<file path="src/rtl/tristate_bus_arbiter_pkg.sv">
// Shared types and helpers for the tri-state bus arbiter.
package tristate_bus_arbiter_pkg;

  typedef enum logic [1:0] {
    StIdle,
    StGrant,
    StTurn
  } state_e;

  // $clog2 that never returns zero, so one-value counters still get a bit.
  function automatic int unsigned clog2_min1(input int unsigned value);
    return (value <= 1) ? 1 : $clog2(value);
  endfunction

endpackage

</file>
<file path="src/rtl/tristate_bus_arbiter_rr_pick.sv">
// Combinational round-robin picker: first set request at or after ptr, with wrap.
module tristate_bus_arbiter_rr_pick #(
  parameter int unsigned N = 4
) (
  input  logic [N-1:0]         req,
  input  logic [$clog2(N)-1:0] ptr,
  output logic                 any,
  output logic [$clog2(N)-1:0] idx,
  output logic [N-1:0]         onehot
);

  localparam int unsigned IW = $clog2(N);

  always_comb begin
    any    = 1'b0;
    idx    = '0;
    onehot = '0;
    for (int k = 0; k < N; k++) begin
      int unsigned j;
      j = int'(ptr) + k;
      if (j >= N) j = j - N;
      if (!any && req[j]) begin
        any       = 1'b1;
        idx       = IW'(j);
        onehot[j] = 1'b1;
      end
    end
  end

endmodule

</file>
<file path="src/rtl/tristate_bus_arbiter.sv">
// Round-robin owner of a shared tri-state bus: one-hot registered enables,
// a forced all-off turnaround gap between tenures, and an optional hold limit.
module tristate_bus_arbiter
  import tristate_bus_arbiter_pkg::*;
#(
  parameter int unsigned N        = 4,
  parameter int unsigned MAX_HOLD = 8,
  parameter int unsigned TURN_CYC = 1
) (
  input  logic                 clk,
  input  logic                 rst,
  input  logic [N-1:0]         req,
  input  logic [N-1:0]         rel,
  output logic [N-1:0]         gnt,
  output logic [$clog2(N)-1:0] owner,
  output logic                 bus_busy,
  output logic                 hold_expired
);

  localparam int unsigned OW = $clog2(N);
  localparam int unsigned HW = clog2_min1(MAX_HOLD + 1);
  localparam int unsigned TW = clog2_min1(TURN_CYC + 1);
  localparam logic [HW-1:0] HoldLast = HW'((MAX_HOLD == 0) ? 0 : MAX_HOLD - 1);
  localparam logic [TW-1:0] TurnLast = TW'(TURN_CYC - 1);

  state_e        state_q, state_d;
  logic [N-1:0]  gnt_q, gnt_d;
  logic [OW-1:0] owner_q, owner_d;
  logic [OW-1:0] rr_ptr_q, rr_ptr_d;
  logic [HW-1:0] hold_cnt_q, hold_cnt_d;
  logic [TW-1:0] turn_cnt_q, turn_cnt_d;
  logic          busy_q, hold_exp_q, hold_exp_d;

  logic          pick_any;
  logic [OW-1:0] pick_idx;
  logic [N-1:0]  pick_onehot;
  logic          rel_own, req_own, at_limit;

  tristate_bus_arbiter_rr_pick #(
    .N(N)
  ) u_rr_pick (
    .req   (req),
    .ptr   (rr_ptr_q),
    .any   (pick_any),
    .idx   (pick_idx),
    .onehot(pick_onehot)
  );

  always_comb begin
    state_d    = state_q;
    gnt_d      = gnt_q;
    owner_d    = owner_q;
    rr_ptr_d   = rr_ptr_q;
    hold_cnt_d = hold_cnt_q;
    turn_cnt_d = turn_cnt_q;
    hold_exp_d = 1'b0;
    rel_own    = rel[owner_q];
    req_own    = req[owner_q];
    at_limit   = (MAX_HOLD != 0) && (hold_cnt_q == HoldLast);

    unique case (state_q)
      StIdle: begin
        if (pick_any) begin
          state_d    = StGrant;
          gnt_d      = pick_onehot;
          owner_d    = pick_idx;
          hold_cnt_d = '0;
        end
      end
      StGrant: begin
        if (rel_own || !req_own || at_limit) begin
          state_d    = StTurn;
          gnt_d      = '0;
          turn_cnt_d = '0;
          rr_ptr_d   = (owner_q == OW'(N - 1)) ? '0 : owner_q + OW'(1);
          // A voluntary end wins over the limit when both land together.
          hold_exp_d = at_limit && !rel_own && req_own;
        end else if (MAX_HOLD != 0) begin
          hold_cnt_d = hold_cnt_q + HW'(1);
        end
      end
      StTurn: begin
        if (turn_cnt_q == TurnLast) begin
          if (pick_any) begin
            state_d    = StGrant;
            gnt_d      = pick_onehot;
            owner_d    = pick_idx;
            hold_cnt_d = '0;
          end else begin
            state_d = StIdle;
          end
        end else begin
          turn_cnt_d = turn_cnt_q + TW'(1);
        end
      end
      default: state_d = StIdle;
    endcase
  end

  always_ff @(posedge clk or posedge rst) begin
    if (rst) begin
      state_q    <= StIdle;
      gnt_q      <= '0;
      owner_q    <= '0;
      rr_ptr_q   <= '0;
      hold_cnt_q <= '0;
      turn_cnt_q <= '0;
      busy_q     <= 1'b0;
      hold_exp_q <= 1'b0;
    end else begin
      state_q    <= state_d;
      gnt_q      <= gnt_d;
      owner_q    <= owner_d;
      rr_ptr_q   <= rr_ptr_d;
      hold_cnt_q <= hold_cnt_d;
      turn_cnt_q <= turn_cnt_d;
      busy_q     <= (state_d != StIdle);
      hold_exp_q <= hold_exp_d;
    end
  end

  assign gnt          = gnt_q;
  assign owner        = owner_q;
  assign bus_busy     = busy_q;
  assign hold_expired = hold_exp_q;

endmodule

</file>
<file path="config.mk">
export PLATFORM = sky130hd
export DESIGN_NAME = tristate_bus_arbiter
export DESIGN_NICKNAME = d
export VERILOG_FILES = /design/src/rtl/tristate_bus_arbiter_pkg.sv /design/src/rtl/tristate_bus_arbiter_rr_pick.sv /design/src/rtl/tristate_bus_arbiter.sv
export SDC_FILE = /design/constraint.sdc
export NUM_CORES = 1
export LEC_CHECK = 0
export ABC_AREA = 1
export CAP_MARGIN = 20
export CORE_UTILIZATION = 50
export CTS_CLUSTER_DIAMETER = 50
export DETAILED_ROUTE_END_ITERATION = 7
export DONT_BUFFER_PORTS = 1
export GPL_TIMING_DRIVEN = 0
export HOLD_SLACK_MARGIN = 0.02
export SLEW_MARGIN = 20
export SYNTH_ARGS = -nofsm -noshare
export SYNTH_HDL_FRONTEND = slang
export SYNTH_SLANG_ARGS = --single-unit
</file>
<file path="constraint.sdc">
create_clock -name clk -period 2.3 [get_ports clk]
set_clock_uncertainty 0.15 [all_clocks]
set_input_delay 0.345 -clock clk [delete_from_list [all_inputs] [get_ports clk]]
set_output_delay 0.345 -clock clk [all_outputs]
set_load 0.01 [all_outputs]
</file>
==> flow_summary.html, run 1 <==
<table>
<tr><th>Metric</th><th>Value</th></tr>
<tr><th colspan="2">Drt</th></tr>
<tr><td>Count of routing violations after the opening detailed-route iteration</td><td>20</td></tr>
<tr><td>Drt via density</td><td>5.333</td></tr>
<tr><td>Total Wirelength</td><td>2420 um</td></tr>
<tr><td>Average wire per standard cell</td><td>12.60 um</td></tr>
<tr><td>Remaining design rule violation count</td><td>0</td></tr>
<tr><td>Via count of the routed design</td><td>1024</td></tr>
<tr><td>First-pass DRT Iterations</td><td>4</td></tr>
<tr><td>Antenna Violating Nets Remaining</td><td>0</td></tr>
<tr><th colspan="2">Clock tree</th></tr>
<tr><td>Register clock-pin slew on the reported worst setup and hold paths</td><td>0.08 ns</td></tr>
<tr><td>Number of clock buffers inserted by TritonCTS</td><td>3</td></tr>
<tr><td>Clk sink count</td><td>16</td></tr>
<tr><td>Maximum clock path buffer count</td><td>2</td></tr>
<tr><td>Count of H-tree levels built during CTS</td><td>1</td></tr>
<tr><td>CTS tree</td><td>done</td></tr>
<tr><td>Source-to-sink clock delay at the later pin of the worst-skew pair</td><td>0.28 ns</td></tr>
<tr><td>Clk root buf</td><td>clkbuf_4</td></tr>
<tr><th colspan="2">Floorplanning</th></tr>
<tr><td>Full die area</td><td>2654 sq um</td></tr>
<tr><td>Number of cell rows</td><td>17</td></tr>
<tr><td>Placeable Area</td><td>2255 sq um</td></tr>
<tr><td>DIE WIDTH</td><td>51.52 um</td></tr>
<tr><td>I/O pin cnt</td><td>18</td></tr>
<tr><td>Initial core utilization</td><td>54.38%</td></tr>
<tr><td>Die Y</td><td>51.52 um</td></tr>
<tr><th colspan="2">Critical path</th></tr>
<tr><td>Critical Path, Cell by Cell</td><td>inv_2 -&gt; ha_1 -&gt; inv_1 -&gt; nand3_1 -&gt; nand2_1 -&gt; nand4_4 -&gt; nand2_4 -&gt; inv_2 -&gt; nand2_1 -&gt; nand2_1</td></tr>
<tr><td>Start point of the critical path</td><td>rr_ptr_q[1]</td></tr>
<tr><td>Maximum fanout count along the critical path</td><td>9</td></tr>
<tr><td>R2R setup slack</td><td>0.23 ns</td></tr>
<tr><td>Worst setup SP type</td><td>flip-flop</td></tr>
<tr><td>Data arrival time of the critical path</td><td>2.09 ns</td></tr>
<tr><td>R2R depth</td><td>10</td></tr>
<tr><td>Nature of the critical path endpoint</td><td>flip-flop</td></tr>
<tr><td>Terminus of the critical flop-to-flop path</td><td>gnt[2]</td></tr>
<tr><td>CP bufs+invs</td><td>3</td></tr>
<tr><td>Req. time, crit path</td><td>2.33 ns</td></tr>
<tr><td>Critical Path Slowest Stage Cell</td><td>dfrtp_1</td></tr>
<tr><td>Reg-to-reg critical path startpoint</td><td>rr_ptr_q[1]</td></tr>
<tr><td>Most used cell, CP</td><td>nand2_1</td></tr>
<tr><td>Startpoint-to-endpoint class of the critical path</td><td>reg -&gt; reg</td></tr>
<tr><td>Longest individual stage delay on the worst path</td><td>0.48 ns</td></tr>
<tr><td>Delay-heaviest family, CP</td><td>simple AND/OR/NAND/NOR gates</td></tr>
<tr><th colspan="2">Yosys</th></tr>
<tr><td>Cell type with the highest aggregate area in the netlist</td><td>dfrtp_1</td></tr>
<tr><td>Dominant combinational cell family by area after synthesis</td><td>simple AND/OR/NAND/NOR gates</td></tr>
<tr><td>Dominant register cell in the synthesized netlist</td><td>dfrtp_1</td></tr>
<tr><td>Dominant cells by area after synthesis</td><td>dfrtp_1 33%, nand2_1 16%, nand3_1 9.8%, ha_1 7.1%, inv_1 4.0%</td></tr>
<tr><td>Simple-gate area share of the yosys netlist</td><td>46.94%</td></tr>
<tr><td>Xor and xnor area share after synthesis</td><td>0%</td></tr>
<tr><td>Synthesized netlist net count</td><td>177</td></tr>
<tr><td>Compound-cell area share of the yosys netlist</td><td>6.531%</td></tr>
<tr><td>Synth async-reset ratio</td><td>100.0%</td></tr>
<tr><td>Most frequent cells after synthesis</td><td>53 x nand2_1, 24 x nand3_1, 16 x dfrtp_1, 13 x inv_1, 9 x nor2_1</td></tr>
<tr><td>Top-area cell type share of the netlist area</td><td>32.65%</td></tr>
<tr><td>Adder-cell share of the synthesized area</td><td>7.143%</td></tr>
<tr><td>Post-synth EDFFs</td><td>0</td></tr>
<tr><td>Distinct cells, synth</td><td>27</td></tr>
<tr><td>Number of cells produced by synthesis</td><td>160</td></tr>
<tr><td>Cell with the most instances after synthesis</td><td>nand2_1</td></tr>
<tr><td>Number of warnings printed during yosys synthesis</td><td>0</td></tr>
<tr><td>Count of state elements after synthesis</td><td>16</td></tr>
<tr><td>Mux share of post-synthesis cell area</td><td>0%</td></tr>
<tr><td>Mapped cell area</td><td>1226 sq um</td></tr>
<tr><td>Avg Cell Area, Syn</td><td>7.664 sq um</td></tr>
<tr><td>Sequential cell area fraction in the yosys report</td><td>32.65%</td></tr>
<tr><th colspan="2">Cells and area</th></tr>
<tr><td>Layout overhead on the synthesized area</td><td>5.510%</td></tr>
<tr><td>Util after Layout</td><td>57.38%</td></tr>
<tr><td>Count of antenna diodes in the layout</td><td>0</td></tr>
<tr><td>Filler Cell Count</td><td>216</td></tr>
<tr><td>Fraction of layout instances using a drive strength above 1</td><td>17.07%</td></tr>
<tr><td>Post-route design area</td><td>1294 sq um</td></tr>
<tr><td>Post-layout net count</td><td>183</td></tr>
<tr><th colspan="2">Timing</th></tr>
<tr><td>Period Utilization, post-route</td><td>89.86%</td></tr>
<tr><td>Fmax</td><td>483.8 MHz</td></tr>
<tr><td>RSZ-0062 raised after global routing</td><td>false</td></tr>
<tr><td>Number of pins with negative max-slew slack in the final report</td><td>0</td></tr>
<tr><td>Setup tns final</td><td>0 ns</td></tr>
<tr><td>WHS</td><td>0.1752 ns</td></tr>
<tr><td>Final setup vio count</td><td>0</td></tr>
<tr><td>Shortest clock period the worst path allows after layout</td><td>2.067 ns</td></tr>
<tr><td>Slew HR</td><td>60.74%</td></tr>
<tr><td>Final hold violation count</td><td>0</td></tr>
<tr><td>Actual transition at the worst max-transition pin</td><td>0.5882 ns</td></tr>
<tr><th colspan="2">Hold path</th></tr>
<tr><td>Hold/Removal Path Class</td><td>in -&gt; reg</td></tr>
<tr><td>Start point of the worst min-delay path</td><td>rel[0]</td></tr>
<tr><td>Hold Path Cell Cnt</td><td>3</td></tr>
<tr><td>End point of the most critical hold path</td><td>hold_expired</td></tr>
<tr><th colspan="2">Global route</th></tr>
<tr><td>Via count of the first global-routing pass</td><td>954</td></tr>
<tr><td>Number of antenna violations at the first check in global routing</td><td>0</td></tr>
<tr><td>Overall fraction of global-route tracks in use</td><td>21.23%</td></tr>
<tr><td>Wire length of the first global-routing pass</td><td>4091 um</td></tr>
<tr><td>Overflow left after global routing</td><td>0</td></tr>
<tr><td>Pin count of the biggest net entering global routing</td><td>17</td></tr>
<tr><th colspan="2">Run</th></tr>
<tr><td>Maximum capacitance violations</td><td>0</td></tr>
<tr><th colspan="2">Outcome</th></tr>
<tr><td>Run status</td><td>complete, no violations</td></tr>
<tr><th colspan="2">Placed design</th></tr>
<tr><td>Number of input and output port buffers inserted</td><td>0</td></tr>
<tr><td>Area after DPL</td><td>1261 sq um</td></tr>
<tr><td>HPWL after DPL</td><td>1843 um</td></tr>
<tr><td>Placer Congestion</td><td>0.7976</td></tr>
<tr><th colspan="2">Pwr</th></tr>
<tr><td>Pwr/cell area</td><td>1551 nW/um^2</td></tr>
<tr><td>IR Drop Worst-Case VDD</td><td>0.0007680 V</td></tr>
<tr><td>Reported leakage power</td><td>0.0006753 uW</td></tr>
<tr><td>Total power draw</td><td>2006 uW</td></tr>
</table>
## layer usage
| layer | GRT usage [%] | share of wire (%) | vias up |
|---|---|---|---|
| met5 | 0 | 0 | - |
| met4 | 7.658 | 1.4 | 0 |
| met3 | 7.310 | 6.0 | 5 |
| met2 | 32.68 | 46 | 32 |
| met1 | 27.44 | 46 | 457 |
| li1 | - | - | 530 |
## cell usage in the layout, fill, tap and decap left out, drive strengths merged
| master | count |
|---|---|
| a21boi | 4 |
| buf | 1 |
| clkbuf | 3 |
| dfrtp | 16 |
| dlygate4sd3 | 1 |
| ha | 7 |
| inv | 17 |
| nand2 | 64 |
| nand3 | 25 |
| nand3b | 1 |
| nand4 | 6 |
| nor2 | 11 |
| nor3 | 1 |
| nor3b | 1 |
| o211ai | 3 |
| o21ai | 2 |
| o31ai | 1 |
## registers in the layout, summed over array words and instances, names as in the netlist
| register | count |
|---|---|
| bus_busy | 1 |
| owner | 2 |
| state_q | 2 |
| rr_ptr_q | 2 |
| gnt | 4 |
| hold_expired | 1 |
| hold_cnt_q | 4 |
## worst max-delay path by stage
stage	cells past startpoint	slack, ns	to
floorplan	10	0.43	owner[0]
global placement	10	0.15	owner[1]
detailed placement	10	0.16	owner[1]
CTS	11	0.15	gnt[1]
global route	11	0.06	gnt[2]
finish	10	0.23	gnt[2]
## report_power, final
group / internal, uW / switching [uW] / total [uW]
combinational: 447 / 924 / 1370
sequential: 384 / 112 / 496
clock: 60.9 / 78.5 / 139
total: 892 / 1110 / 2010
## stage by stage
stage,std cells,worst slack (ns)
final,192,0.2332
after global routing,192,0.05648
after floorplan,160,0.4313
after detailed placement,188,0.1637
after CTS,192,0.1513
after global placement,188,0.1477
## tightest hold or removal path, delay by kind of cell
family           cells  cell delay (ns)
AND/OR/NAND/NOR      2             0.13
AO/OA/AOI/OAI        1             0.11
## layout make-up
class	count	area, sq um	share of cell area [%]
Multi-Input combinational cell	126	743.2	57.45
Sequential cell	16	400.4	30.95
Inverter	17	71.32	5.513
Tap cell	28	35.03	2.708
Clock buffer	3	22.52	1.741
Buffer	1	11.26	0.8704
Timing Repair Buffer	1	10.01	0.7737
## cell families after synthesis
family | Yosys count
AO/OA/AOI/OAI | 10
adder cells (fa/ha/maj) | 7
flip-flops | 16
buffers and inverters | 18
AND/OR/NAND/NOR | 109
## what timing repair did
action,in CTS,in global routing
endpoints found under the setup margin,0,6
resized for setup,0,1
endpoints found under the hold margin,16,0
hold buffers,1,0
setup buffers,0,0
Power figures use the tool's default switching activity.
==> run 2: changes to the inputs <==
--- a/config.mk
+++ b/config.mk
@@ -7,12 +7,14 @@
 export LEC_CHECK = 0
 export ABC_AREA = 1
 export CAP_MARGIN = 20
-export CORE_UTILIZATION = 50
+export CORE_MARGIN = 2
+export CORE_UTILIZATION = 62
 export CTS_CLUSTER_DIAMETER = 50
 export DETAILED_ROUTE_END_ITERATION = 7
 export DONT_BUFFER_PORTS = 1
 export GPL_TIMING_DRIVEN = 0
 export HOLD_SLACK_MARGIN = 0.02
+export PLACE_DENSITY = 0.78
 export SLEW_MARGIN = 20
 export SYNTH_ARGS = -nofsm -noshare
 export SYNTH_HDL_FRONTEND = slang
==> run 2 against run 1 <==
Effect of this change:
- sequential power rose by 0.8%
- sequential cell count did not move
- hold slack got worse by 0.010 ns
- setup slack got worse by 0.025 ns
- non-clock buffer count did not move
- wire length rose by 3.0%
- register-to-register slack got worse by 0.03 ns
- critical endpoint is now gnt[0]
==> flow_summary.html, run 2 (synthesized netlist as in run 1, its figures left out) <==
<table>
<tr><th>Metric</th><th>Value</th></tr>
<tr><th colspan="2">Cells and area</th></tr>
<tr><td>Fraction of layout instances using a drive strength above 1</td><td>17.58%</td></tr>
<tr><td>Area of the multi-input gates</td><td>743.2 sq um</td></tr>
<tr><td>Layout overhead on the synthesized area</td><td>6.530%</td></tr>
<tr><td>Most frequent standard cell in the layout excluding fill and tap cells</td><td>nand2_1</td></tr>
<tr><td>Post-route design area</td><td>1306 sq um</td></tr>
<tr><td>Post-layout net count</td><td>183</td></tr>
<tr><td>Filler Cell Count</td><td>181</td></tr>
<tr><td>Top library cells by usage in the layout, fill and taps aside</td><td>53 x nand2_1, 24 x nand3_1, 16 x dfrtp_1</td></tr>
<tr><td>Register cell area after layout</td><td>400.4 sq um</td></tr>
<tr><td>Count of antenna diodes in the layout</td><td>0</td></tr>
<tr><th colspan="2">Floorplanning</th></tr>
<tr><td>DIE WIDTH</td><td>48.47 um</td></tr>
<tr><td>Die Y</td><td>48.47 um</td></tr>
<tr><td>Placeable Area</td><td>1922 sq um</td></tr>
<tr><td>I/O pin cnt</td><td>18</td></tr>
<tr><td>Full die area</td><td>2349 sq um</td></tr>
<tr><td>Initial core utilization</td><td>63.80%</td></tr>
<tr><td>Number of cell rows</td><td>16</td></tr>
<tr><th colspan="2">Timing</th></tr>
<tr><td>Setup tns final</td><td>0 ns</td></tr>
<tr><td>Number of pins with negative max-slew slack in the final report</td><td>0</td></tr>
<tr><td>Slew HR</td><td>60.08%</td></tr>
<tr><td>RSZ-0062 raised after global routing</td><td>false</td></tr>
<tr><td>Actual transition at the worst max-transition pin</td><td>0.5982 ns</td></tr>
<tr><td>Period Utilization, post-route</td><td>90.97%</td></tr>
<tr><td>Shortest clock period the worst path allows after layout</td><td>2.092 ns</td></tr>
<tr><td>Final hold violation count</td><td>0</td></tr>
<tr><td>Post-route setup slack</td><td>0.2078 ns</td></tr>
<tr><td>Final setup vio count</td><td>0</td></tr>
<tr><td>Fmax</td><td>478.0 MHz</td></tr>
<tr><th colspan="2">Clock tree</th></tr>
<tr><td>Count of H-tree levels built during CTS</td><td>1</td></tr>
<tr><td>Register clock-pin slew on the reported worst setup and hold paths</td><td>0.09 ns</td></tr>
<tr><td>Clk root buf</td><td>clkbuf_4</td></tr>
<tr><td>Clk sink count</td><td>16</td></tr>
<tr><td>CTS tree</td><td>done</td></tr>
<tr><td>Maximum clock path buffer count</td><td>2</td></tr>
<tr><td>Source-to-sink clock delay at the later pin of the worst-skew pair</td><td>0.29 ns</td></tr>
<tr><td>Number of clock buffers inserted by TritonCTS</td><td>3</td></tr>
<tr><th colspan="2">Pwr</th></tr>
<tr><td>Sequential share of power</td><td>24.2%</td></tr>
<tr><td>Switch share</td><td>55.07%</td></tr>
<tr><td>Reported leakage power</td><td>0.0006825 uW</td></tr>
<tr><td>Fraction of power consumed by combinational cells</td><td>66.8%</td></tr>
<tr><td>IR Drop Worst-Case VDD</td><td>0.0009488 V</td></tr>
<tr><td>Clock network fraction of total power</td><td>9.0%</td></tr>
<tr><td>Pwr/cell area</td><td>1579 nW/um^2</td></tr>
<tr><td>Net switching power</td><td>1136 uW</td></tr>
<tr><td>Internal portion of total power</td><td>926.7 uW</td></tr>
<tr><th colspan="2">Critical path</th></tr>
<tr><td>R2R setup slack</td><td>0.21 ns</td></tr>
<tr><td>Critical Path, Cell by Cell</td><td>buf_6 -&gt; inv_6 -&gt; ha_1 -&gt; inv_1 -&gt; nand3_1 -&gt; nand2_1 -&gt; nand4_4 -&gt; nand2_4 -&gt; nand2_4 -&gt; nand2_2 -&gt; nand2_1 -&gt; nand2_1</td></tr>
<tr><td>Data arrival time of the critical path</td><td>2.17 ns</td></tr>
<tr><td>Worst setup SP type</td><td>flip-flop</td></tr>
<tr><td>Delay-heaviest family, CP</td><td>simple AND/OR/NAND/NOR gates</td></tr>
<tr><td>Reg-to-reg critical path startpoint</td><td>rr_ptr_q[0]</td></tr>
<tr><td>Critical Path Slowest Stage Cell</td><td>dfrtp_1</td></tr>
<tr><td>CP bufs+invs</td><td>3</td></tr>
<tr><td>Most used cell, CP</td><td>nand2_1</td></tr>
<tr><td>Longest individual stage delay on the worst path</td><td>0.42 ns</td></tr>
<tr><td>Terminus of the critical flop-to-flop path</td><td>gnt[0]</td></tr>
<tr><td>R2R depth</td><td>12</td></tr>
<tr><td>Startpoint-to-endpoint class of the critical path</td><td>reg -&gt; reg</td></tr>
<tr><td>Req. time, crit path</td><td>2.38 ns</td></tr>
<tr><td>Maximum fanout count along the critical path</td><td>9</td></tr>
<tr><td>Nature of the critical path endpoint</td><td>flip-flop</td></tr>
<tr><th colspan="2">Hold path</th></tr>
<tr><td>Start point of the worst min-delay path</td><td>rel[0]</td></tr>
<tr><td>Hold Path Cell Cnt</td><td>3</td></tr>
<tr><td>End point of the most critical hold path</td><td>hold_expired</td></tr>
<tr><td>Hold/Removal Path Class</td><td>in -&gt; reg</td></tr>
<tr><th colspan="2">Placed design</th></tr>
<tr><td>Number of input and output port buffers inserted</td><td>0</td></tr>
<tr><td>HPWL after DPL</td><td>1924 um</td></tr>
<tr><td>Placer Congestion</td><td>0.8869</td></tr>
<tr><td>Area after DPL</td><td>1260 sq um</td></tr>
<tr><td>Place WS</td><td>0.1485 ns</td></tr>
<tr><th colspan="2">Outcome</th></tr>
<tr><td>Run status</td><td>complete, no violations</td></tr>
<tr><th colspan="2">Drt</th></tr>
<tr><td>Drt via density</td><td>5.458</td></tr>
<tr><td>Antenna Violating Nets Remaining</td><td>0</td></tr>
<tr><td>First-pass DRT Iterations</td><td>4</td></tr>
<tr><td>Total Wirelength</td><td>2493 um</td></tr>
<tr><td>Remaining design rule violation count</td><td>0</td></tr>
<tr><td>Average wire per standard cell</td><td>12.98 um</td></tr>
<tr><td>Count of routing violations after the opening detailed-route iteration</td><td>32</td></tr>
<tr><td>Via count of the routed design</td><td>1048</td></tr>
<tr><th colspan="2">Global route</th></tr>
<tr><td>Overall fraction of global-route tracks in use</td><td>23.67%</td></tr>
<tr><td>Number of antenna violations at the first check in global routing</td><td>0</td></tr>
<tr><td>Pin count of the biggest net entering global routing</td><td>17</td></tr>
<tr><td>Via count of the first global-routing pass</td><td>1039</td></tr>
<tr><td>Overflow left after global routing</td><td>0</td></tr>
<tr><td>Wire length of the first global-routing pass</td><td>4367 um</td></tr>
<tr><th colspan="2">Run</th></tr>
<tr><td>Maximum capacitance violations</td><td>0</td></tr>
</table>
==> run 2: changes by cell type in the layout (fill, tap and decap cells not counted), sizes merged <==
cell	change
clkbuf	+1
==> run 2: worst register-to-register path, delay by kind of cell (launching register included) <==
kind,cells,cell delay [ns]
flops,1,0.42
simple gates,8,0.77
fa+ha+maj,1,0.34
buf+inv,3,0.37
==> run 2: how the worst max path moves through the flow <==
stage	endpoint	cells past startpoint	from
2_1_floorplan	owner[0]	10	rr_ptr_q[1]
3_3_place_gp	owner[1]	10	rr_ptr_q[1]
3_5_place_dp	owner[0]	10	rr_ptr_q[1]
4_1_cts	gnt[0]	11	rr_ptr_q[1]
5_1_grt	gnt[2]	11	rr_ptr_q[1]
6_report	gnt[0]	12	rr_ptr_q[0]
==> run 2: metrics by stage <==
stage / power (uW) / cells / hold WS, ns / util [%]
4_1_cts: 2066 / 192 / 0.1611 / 67.97
6_report: 2062 / 192 / 0.1649 / 67.97
3_3_place_gp: 1807 / 187 / 0.1742 / 65.56
2_1_floorplan: 1617 / 160 / 0.1087 / -
3_5_place_dp: 1874 / 187 / 0.1830 / 65.56
5_1_grt: 2271 / 192 / 0.1837 / 67.97
==> run 2: power by group through the flow <==
stage               clock network, uW  logic (uW)  registers, uW
floorplan                           0        1140            476
global placement                    0        1310            497
detailed placement                  0        1370            503
CTS                               190        1380            499
global route                      203        1550            513
finish                            185        1380            500
==> run 2: cell type report <==
type / instances / area share (%)
Tap cell: 27 / 2.586
Inverter: 17 / 5.460
Multi-Input combinational cell: 126 / 56.90
Sequential cell: 16 / 30.65
Clock buffer: 4 / 2.778
Buffer: 1 / 0.8621
Timing Repair Buffer: 1 / 0.7663
==> run 2: what timing repair did <==
| item | CTS | global route |
|---|---|---|
| resized for setup | 0 | 1 |
| hold endpoints to repair | 16 | 0 |
| buffers inserted | 0 | 0 |
| hold buffers | 1 | 0 |
| setup endpoints to repair | 0 | 6 |
==> run 2: routing by layer <==
layer	vias up	routed length (um)	GRT usage, %
met2	25	1206	41.44
li1	533	-	-
met1	490	1158	29.44
met5	-	0	0
met4	0	0	3.810
met3	0	128	7.099
